## config.mk

```make
export PLATFORM = sky130hd
export DESIGN_NAME = aes_inv_shift_rows_stage
export DESIGN_NICKNAME = d
export VERILOG_FILES = /design/src/rtl/aes_inv_shift_rows_stage.sv
export SDC_FILE = /design/constraint.sdc
export NUM_CORES = 1
export LEC_CHECK = 0
export ABC_AREA = 1
export BUFFER_PORTS_ARGS = -buffer_cell sky130_fd_sc_hd__buf_2
export CAP_MARGIN = 25
export CORE_ASPECT_RATIO = 1.25
export CORE_MARGIN = 2
export CORE_UTILIZATION = 25
export DETAILED_ROUTE_END_ITERATION = 10
export PLACE_DENSITY = 0.51
export SLEW_MARGIN = 20
export SYNTH_ARGS = -nofsm -noshare
export SYNTH_HDL_FRONTEND = slang
export SYNTH_SLANG_ARGS = --single-unit
```

## constraint.sdc

```tcl
create_clock -name clk -period 1.3 [get_ports clk]
set_clock_uncertainty 0.1 [all_clocks]
set_input_delay 0.195 -clock clk [delete_from_list [all_inputs] [get_ports clk]]
set_output_delay 0.195 -clock clk [all_outputs]
set_load 0.05 [all_outputs]
```

## src/rtl/aes_inv_shift_rows_stage.sv

```systemverilog
// ----------------------------------------------------------------------------
// aes_inv_shift_rows_stage
//
// Registered InvShiftRows stage for the AES decryption datapath. It sits
// between AddRoundKey and InvSubBytes in the decrypt round. The byte
// permutation is applied when a block is captured, so both storage registers
// already hold permuted state. A 2-entry elastic (skid) buffer gives full
// throughput, and in_ready is driven only from a register.
//
// Byte k of a 128-bit state is bits [8k+7:8k].
//   Inverse map : out byte k = in byte IMAP[k],
//                 IMAP = 12,9,6,3,0,13,10,7,4,1,14,11,8,5,2,15
//   Forward map : FMAP = 4,9,14,3,8,13,2,7,12,1,6,11,0,5,10,15
//
// Optional feature macro: AES_ISR_DIR_SEL_EN
//   defined   : adds input in_fwd, which is captured with each block
//               (1 = FMAP / forward ShiftRows, 0 = IMAP). One stage can then
//               serve both encryption and decryption.
//   undefined : there is no in_fwd port and IMAP is always applied.
//
// Parameters
//   TAG_W      width of the sideband tag carried with each block (>= 1)
//
// Ports
//   clk        clock; all logic runs on the rising edge
//   rst        synchronous reset, active-high; has priority over flush
//   flush      synchronous clear of all buffered blocks
//   in_valid   input block valid
//   in_ready   stage can accept a block this cycle (registered)
//   in_block   input state
//   in_tag     input sideband tag
//   in_fwd     direction select (only with AES_ISR_DIR_SEL_EN)
//   out_valid  output block valid
//   out_ready  downstream accepts the output block
//   out_block  permuted state
//   out_tag    tag that belongs to out_block
//   occupancy  number of buffered blocks (0..2)
// ----------------------------------------------------------------------------
module aes_inv_shift_rows_stage #(
    parameter int unsigned TAG_W = 4
) (
    input  logic             clk,
    input  logic             rst,
    input  logic             flush,
    input  logic             in_valid,
    output logic             in_ready,
    input  logic [127:0]     in_block,
    input  logic [TAG_W-1:0] in_tag,
`ifdef AES_ISR_DIR_SEL_EN
    input  logic             in_fwd,
`endif
    output logic             out_valid,
    input  logic             out_ready,
    output logic [127:0]     out_block,
    output logic [TAG_W-1:0] out_tag,
    output logic [1:0]       occupancy
);

    // The encoding equals the number of buffered blocks.
    typedef enum logic [1:0] {
        ST_EMPTY = 2'd0,
        ST_ONE   = 2'd1,
        ST_FULL  = 2'd2
    } state_e;

    // Source byte index for each output byte. Nibble k holds the map entry
    // for output byte k, with byte 0 in the least significant nibble.
    localparam logic [63:0] IMAP_P = 64'hF258_BE14_7AD0_369C;
    localparam logic [63:0] FMAP_P = 64'hFA50_B61C_72D8_3E94;

    function automatic logic [127:0] permute(input logic [127:0] blk,
                                             input logic         fwd);
        logic [63:0]  map;
        logic [3:0]   src;
        logic [127:0] res;
        map = fwd ? FMAP_P : IMAP_P;
        res = '0;
        for (int unsigned k = 0; k < 16; k++) begin
            src = map[{k[3:0], 2'b00} +: 4];
            res[{k[3:0], 3'b000} +: 8] = blk[{src, 3'b000} +: 8];
        end
        return res;
    endfunction

    state_e             state_q,    state_d;
    logic [127:0]       main_blk_q, main_blk_d;
    logic [TAG_W-1:0]   main_tag_q, main_tag_d;
    logic [127:0]       skid_blk_q, skid_blk_d;
    logic [TAG_W-1:0]   skid_tag_q, skid_tag_d;
    logic               in_ready_q, in_ready_d;

    logic               dir_fwd;
    logic [127:0]       perm_blk;
    logic               accept;
    logic               emit;

`ifdef AES_ISR_DIR_SEL_EN
    assign dir_fwd = in_fwd;
`else
    assign dir_fwd = 1'b0;
`endif

    assign perm_blk  = permute(in_block, dir_fwd);
    assign out_valid = (state_q != ST_EMPTY);
    assign accept    = in_valid & in_ready_q;
    assign emit      = out_valid & out_ready;

    always_comb begin
        state_d    = state_q;
        main_blk_d = main_blk_q;
        main_tag_d = main_tag_q;
        skid_blk_d = skid_blk_q;
        skid_tag_d = skid_tag_q;

        if (flush) begin
            // A block presented in the flush cycle is dropped along with the
            // buffered ones; the data registers keep stale contents, which are
            // hidden because out_valid is low.
            state_d = ST_EMPTY;
        end else begin
            unique case (state_q)
                ST_EMPTY: begin
                    if (accept) begin
                        main_blk_d = perm_blk;
                        main_tag_d = in_tag;
                        state_d    = ST_ONE;
                    end
                end
                ST_ONE: begin
                    if (accept && emit) begin
                        main_blk_d = perm_blk;
                        main_tag_d = in_tag;
                    end else if (accept) begin
                        skid_blk_d = perm_blk;
                        skid_tag_d = in_tag;
                        state_d    = ST_FULL;
                    end else if (emit) begin
                        state_d    = ST_EMPTY;
                    end
                end
                ST_FULL: begin
                    // in_ready is low here, so no accept can happen.
                    if (emit) begin
                        main_blk_d = skid_blk_q;
                        main_tag_d = skid_tag_q;
                        state_d    = ST_ONE;
                    end
                end
                default: state_d = ST_EMPTY;
            endcase
        end

        // Registered ready: this is computed from the next state, so there is
        // no combinational path from out_ready to in_ready.
        in_ready_d = (state_d != ST_FULL);
    end

    always_ff @(posedge clk) begin
        if (rst) begin
            state_q    <= ST_EMPTY;
            main_blk_q <= '0;
            main_tag_q <= '0;
            skid_blk_q <= '0;
            skid_tag_q <= '0;
            in_ready_q <= 1'b1;
        end else begin
            state_q    <= state_d;
            main_blk_q <= main_blk_d;
            main_tag_q <= main_tag_d;
            skid_blk_q <= skid_blk_d;
            skid_tag_q <= skid_tag_d;
            in_ready_q <= in_ready_d;
        end
    end

    assign in_ready  = in_ready_q;
    assign out_block = main_blk_q;
    assign out_tag   = main_tag_q;
    assign occupancy = state_q;

endmodule

```

Yosys cells after proc, flatten, opt, wreduce, memory -nomap -nowiden
Cells that the tools add are included.
{ "word_totals": {"in_bits": 137, "ff_bits": 267, "out_inout_bits": 136} }
{ "op_classes": {"n_eq_ne": 6, "n_bitwise": 4, "mux": 15, "n_reduce_logical": 6} }
{ "ops": {"columns": ["op", "n"], "rows": [
  ["$mux 128", 3],
  ["$pmux 128 s3", 1],
  ["$mux 2", 6],
  ["$mux 4", 3],
  ["$pmux 4 s3", 1],
  ["$ne 2x2->1 const B", 4],
  ["$pmux 2 s3", 1],
  ["$reduce_and 5->1", 1],
  ["$reduce_and 4->1", 1],
  ["$reduce_bool 3->1", 1],
  ["$and 1x1->1", 2],
  ["$eq 2x1->1 const B", 1],
  ["$eq 2x2->1 const B", 1],
  ["$logic_not 2->1", 1],
  ["$not 1->1", 2],
  ["$reduce_bool 2->1", 1],
  ["$logic_and 1x1->1", 1]
]} }

Logic depth before layout (Yosys ltp)
{ "logic_depth": {"ltp_word": 8, "mapped_depth": 9, "depth_no_buf": 7} }

Worst setup path after synthesis
No wires, ideal clock.
{ "synth_path": {"path_type": "reg-to-reg", "from": "reg state_q[0] (netlist: occupancy[0])", "to": "reg main_blk_q[53] (netlist: out_block[53])", "setup_time_ps": 113, "n_path_buf": 2, "setup_slack_ps": -797, "path_stages_with_launch": 10, "arrival_time_ps": 1884, "period_less_slack_ps": 2097, "required_time_ps": 1087, "cell_sequence": "dfxtp_1 -> inv_1 -> nand2_1 -> nand2_1 -> nand2_1 -> buf_2 -> buf_2 -> nand2_1 -> nand2_1 -> nor2_1"} }
{ "synth_between": {"elab_chain_len": 5, "word_cells_on_any_way": 12, "classes_between": "5 x eq/ne; 1 x mux; 1 x bitwise; 5 x reduce/logical"} }
{ "synth_rtl": {"columns": ["item", "line_no", "rtl"], "rows": [
  ["from (decl)", "85", "state_e state_q, state_d;"],
  ["from (signal assigned)", "167", "state_q <= state_d;"],
  ["$reduce_bool 2->1 *", "104", "assign out_valid = (state_q != ST_EMPTY);"],
  ["named net out_valid", "52", "output logic out_valid,"],
  ["$and 1x1->1 *", "106", "assign emit = out_valid & out_ready;"],
  ["$logic_and 1x1->1", "130", "if (accept && emit) begin"],
  ["$ne 2x2->1 (no line)", null, null],
  ["$reduce_and 5->1 (no line) *", null, null],
  ["to (signal assigned)", "168", "main_blk_q <= main_blk_d;"],
  ["to (decl)", "86", "logic [127:0] main_blk_q, main_blk_d;"]
]} }
The timed path passes the listed nets; every way through them passes the cells marked *.
A chain may end at the register's enable or synchronous reset.

Worst setup path in the final report
{ "layout_path": {"from": "reg state_q[0] (netlist: occupancy[0])", "to": "reg main_blk_q[5] (netlist: out_block[5])"} }
{ "layout_between": {"elab_chain_len": 5, "word_cells_on_any_way": 12, "classes_between": "5 x eq/ne; 1 x mux; 1 x bitwise; 5 x reduce/logical"} }
{ "layout_rtl": {"columns": ["item", "line_no"], "rows": [
  ["$reduce_bool 2->1", "104"],
  ["$and 1x1->1", "106"],
  ["$logic_and 1x1->1", "130"],
  ["$ne 2x2->1 (no line)", null],
  ["$reduce_and 5->1 (no line)", null]
]} }
Several ways; a longest one is shown, not always the timed one.

==> impl_summary.log <==
INFO  metric result_of_the_run = finished, violations left
INFO  metric instances_no_fill = 3052
INFO  metric grt_setup_unrepaired = yes
INFO  metric final_hold_vio_count = 1
INFO  metric postSynthCellCount = 1871
INFO  metric final_layout_size_suffix_gt1_frac = 0.442
INFO  metric synthDominantCellAreaShare = 0.451
INFO  metric crit_path_start_kind = flop
INFO  metric tns = -81630 ps
INFO  metric route.detailed.wl_per_inst = 17.1 um
INFO  metric overall_die_width = 199 um
INFO  metric post-dp-hpwl = 25200 um
INFO  metric routed_via_density = 4.56
INFO  metric ys_top_cells_by_count = nand2_1 (801), dfxtp_1 (267), nor2_1 (264)
INFO  metric route.antenna.remaining_nets = 0
INFO  metric placed_cell_area = 14400 um2
INFO  metric power_per_cell_area = 1020 nW/um2
INFO  metric synthMostInstantiatedCell = nand2_1
INFO  metric die-height = 248 um
INFO  metric cts-htree-levels = 1
INFO  metric worst_ep_required_time = 1680 ps
INFO  metric postSynth.asyncResetShare = 0
INFO  metric synth_enable_flop_cells = 0
INFO  metric timing.final.crit_share = 1.29
INFO  metric drt_first_iter_violations = 650
INFO  metric finalSetupViolations = 402
INFO  metric clk-insertion-delay-late = 570 ps
INFO  metric timing_max_transition_violations_final = 0
INFO  metric cts-root-to-sink-buffers = 3
INFO  metric maximum_number_of_pins_on_one_net_before_global_route_repair = 73
INFO  metric pin_slew_with_the_least_headroom_to_its_limit = 410 ps
INFO  metric pin_count = 273
INFO  metric clk_root_buffer_cell = clkbuf_16
INFO  metric gr-usage-met3 = 0.0270
INFO  metric worst_hold_path.num_cells = 4
INFO  metric reg2regPathDepth = 10
INFO  metric globalRouteTotalUtil = 0.188
INFO  metric synth.ff_latch_count = 267
INFO  metric hold_slack = -24.0 ps
INFO  metric worstSetupEndpointType = flop
INFO  metric postLayoutSetupSlackWorst = -375 ps
INFO  metric first_global_vias = 12900
INFO  metric drt_wl_total = 52200 um
INFO  metric synth_fp_nets = 2008
INFO  metric gr-usage-met2 = 0.324
INFO  metric area_growth_synth_to_finish = 91.2%
INFO  metric std_cell_rows = 89
INFO  metric cap_violations = 0
INFO  metric clk_pin_slew = 60 ps
INFO  metric gpl.final_weighted_congestion = 0.797
INFO  metric min_period = 1670 ps
INFO  metric yosysSeqAreaShare = 0.451
INFO  metric initial_antenna_violation_count = 2
INFO  metric failed_checks = negative hold slack, negative setup slack
INFO  metric cp.depth = 10
INFO  metric final_design_area_no_fill = 22700 um2
INFO  metric cp_max_stage_delay = 390 ps
INFO  metric worstSetupPathType = reg -> reg
INFO  metric clkSinkCount = 267
INFO  metric cp_cell_sequence = inv_6 > buf_6 > nand2_8 > buf_12 > buf_16 > buf_12 > nand2_2 > nand2_2 > nor2_2 > nor2_1
INFO  metric post-synth-top-area-cell = dfxtp_1
INFO  metric dominantRegCellSynth = dfxtp_1
INFO  metric io_buffer_count = 272
INFO  metric leakage = 10.1 nW
INFO  metric core_region_area = 47000 um2
INFO  metric numPlacedInstances = 2721
INFO  metric power = 0.0230 W
INFO  metric timing.critical_path.slowest_stage_cell = dfxtp_4
INFO  metric tritoncts = built
INFO  metric floorplan.initialDensity = 0.252
INFO  metric globalRouteOverflowTotal = 0
INFO  metric clock_buffers_created_by_tritoncts = 30
INFO  metric layout.nets = 2525
INFO  metric post_synthesis_instance_area = 11900 um2
INFO  metric synth_top_cells_by_area = dfxtp_1 (45%), nand2_1 (25%), nor2_1 (8.4%)
INFO  metric grt_pass1_wl = 72000 um
INFO  metric kind_of_cell_adding_the_most_delay_to_the_critical_path = buffers and inverters
INFO  metric gr-usage-met1 = 0.234
INFO  metric yosysUniqueCellTypes = 17
INFO  metric cp_num_buf_inv = 5
INFO  metric detailedRoute.firstPassIterationCount = 5
INFO  metric routed-via-count = 13900
INFO  metric crit_arrival = 2050 ps
INFO  metric maxClockFrequency = 0.597 GHz
INFO  metric syn_area_per_cell = 6.34 um2
INFO  metric slew-limit-headroom = 0.727
INFO  metric vdd.ir_drop.worst = 979 uV
INFO  metric critical_path.max_fanout = 8
INFO  metric detail_route.drc_violations = 0
INFO  metric ys.warnings.count = 0
INFO  metric fp.dieArea = 49200 um2
INFO  metric hp-class = in -> reg
INFO  metric grt_most_used_layer = met2
==> state kept, by name (all words and copies together) (netlist names) <==
name,count
out_tag,4
skid_blk_q,128
out_block,128
in_ready,1
skid_tag_q,4
occupancy,2
==> worst reg2reg max path: stages (launching register included) <==
cell	delay, ps
dfxtp_4	390
inv_6	50
buf_6	120
nand2_8	130
buf_12	130
buf_16	160
buf_12	160
nand2_2	80
nand2_2	70
nor2_2	40
nor2_1	160
==> repair_timing <==
item,CTS,global route
resized for setup,264,1028
pin swaps,51,194
endpoints found under the hold margin,265,0
buffers inserted,45,32
endpoints found under the setup margin,402,402
hold buffers,134,0
gates cloned,54,26
==> layout make-up <==
cell class	count	area, um2
Clock inverter	11	108
Inverter	138	549
Tap cell	637	797
Multi-Input combinational cell	1345	7160
Clock buffer	45	888
Fill cell	4319	24300
Timing Repair inverter	2	46.3
Antenna cell	3	7.51
Sequential cell	267	5550
Timing Repair Buffer	604	7570
==> power by group <==
group	internal, W	switching [W]	leakage, nW
Clock	0.00509	0.00366	0.494
Combinational	0.00245	0.00295	7.35
Sequential	0.00857	0.000319	2.23
==> cell families after synthesis <==
kind of cell | synth area share
and+or+nand+nor | 0.396
AOI/OAI and AO/OA | 0.0572
buffers and inverters | 0.0961
DFF | 0.451
==> path summary, 6_finish.rpt <==
kind | endpoint | startpoint | slack, ps
hold / removal | occupancy[0] | out_ready | -20
setup reg to reg | out_block[5] | occupancy[0] | -370
setup / recovery | out_block[5] | occupancy[0] | -370
hold reg to reg | skid_blk_q[21] | skid_blk_q[21] | 360
==> layout by cell type, fill, tap and decap left out, types with 2 or more instances in the layout <==
cell	Yosys	final
buf_8	0	128
buf_6	0	39
buf_2	56	135
nand2_4	0	81
dfxtp_4	0	14
a21oi_2	0	29
clkbuf_1	39	8
diode_2	0	3
dfxtp_2	0	121
buf_12	0	59
buf_16	0	43
clkbuf_8	0	6
clkbuf_16	0	50
nand2_8	0	12
nand2_1	801	540
nand3_2	0	2
inv_1	135	134
clkinv_2	0	8
bufinv_16	0	2
nand2_2	2	177
dlygate4sd3_1	0	134
a21oi_1	134	104
nor2_2	1	76
nor2_1	264	162
nand3_1	133	131
buf_4	17	47
dfxtp_1	267	132
nor2_4	1	28
==> routing by layer <==
layer | vias up | part of all wire
li1 | 6761 | -
met4 | 0 | 0.041
met5 | - | 0
met2 | 452 | 0.50
met3 | 127 | 0.056
met1 | 6578 | 0.40
==> stage by stage <==
| stage | hold slack, ps | utilization | setup slack (ps) |
|---|---|---|---|
| floorplan | 234 | - | -136 |
| global placement | 340 | 0.307 | -255 |
| detailed placement | 344 | 0.307 | -307 |
| CTS | -47.5 | 0.415 | -348 |
| global route | 0.133 | 0.483 | -405 |
| finish | -24.0 | 0.483 | -375 |
Power figures use the tool's default switching activity.
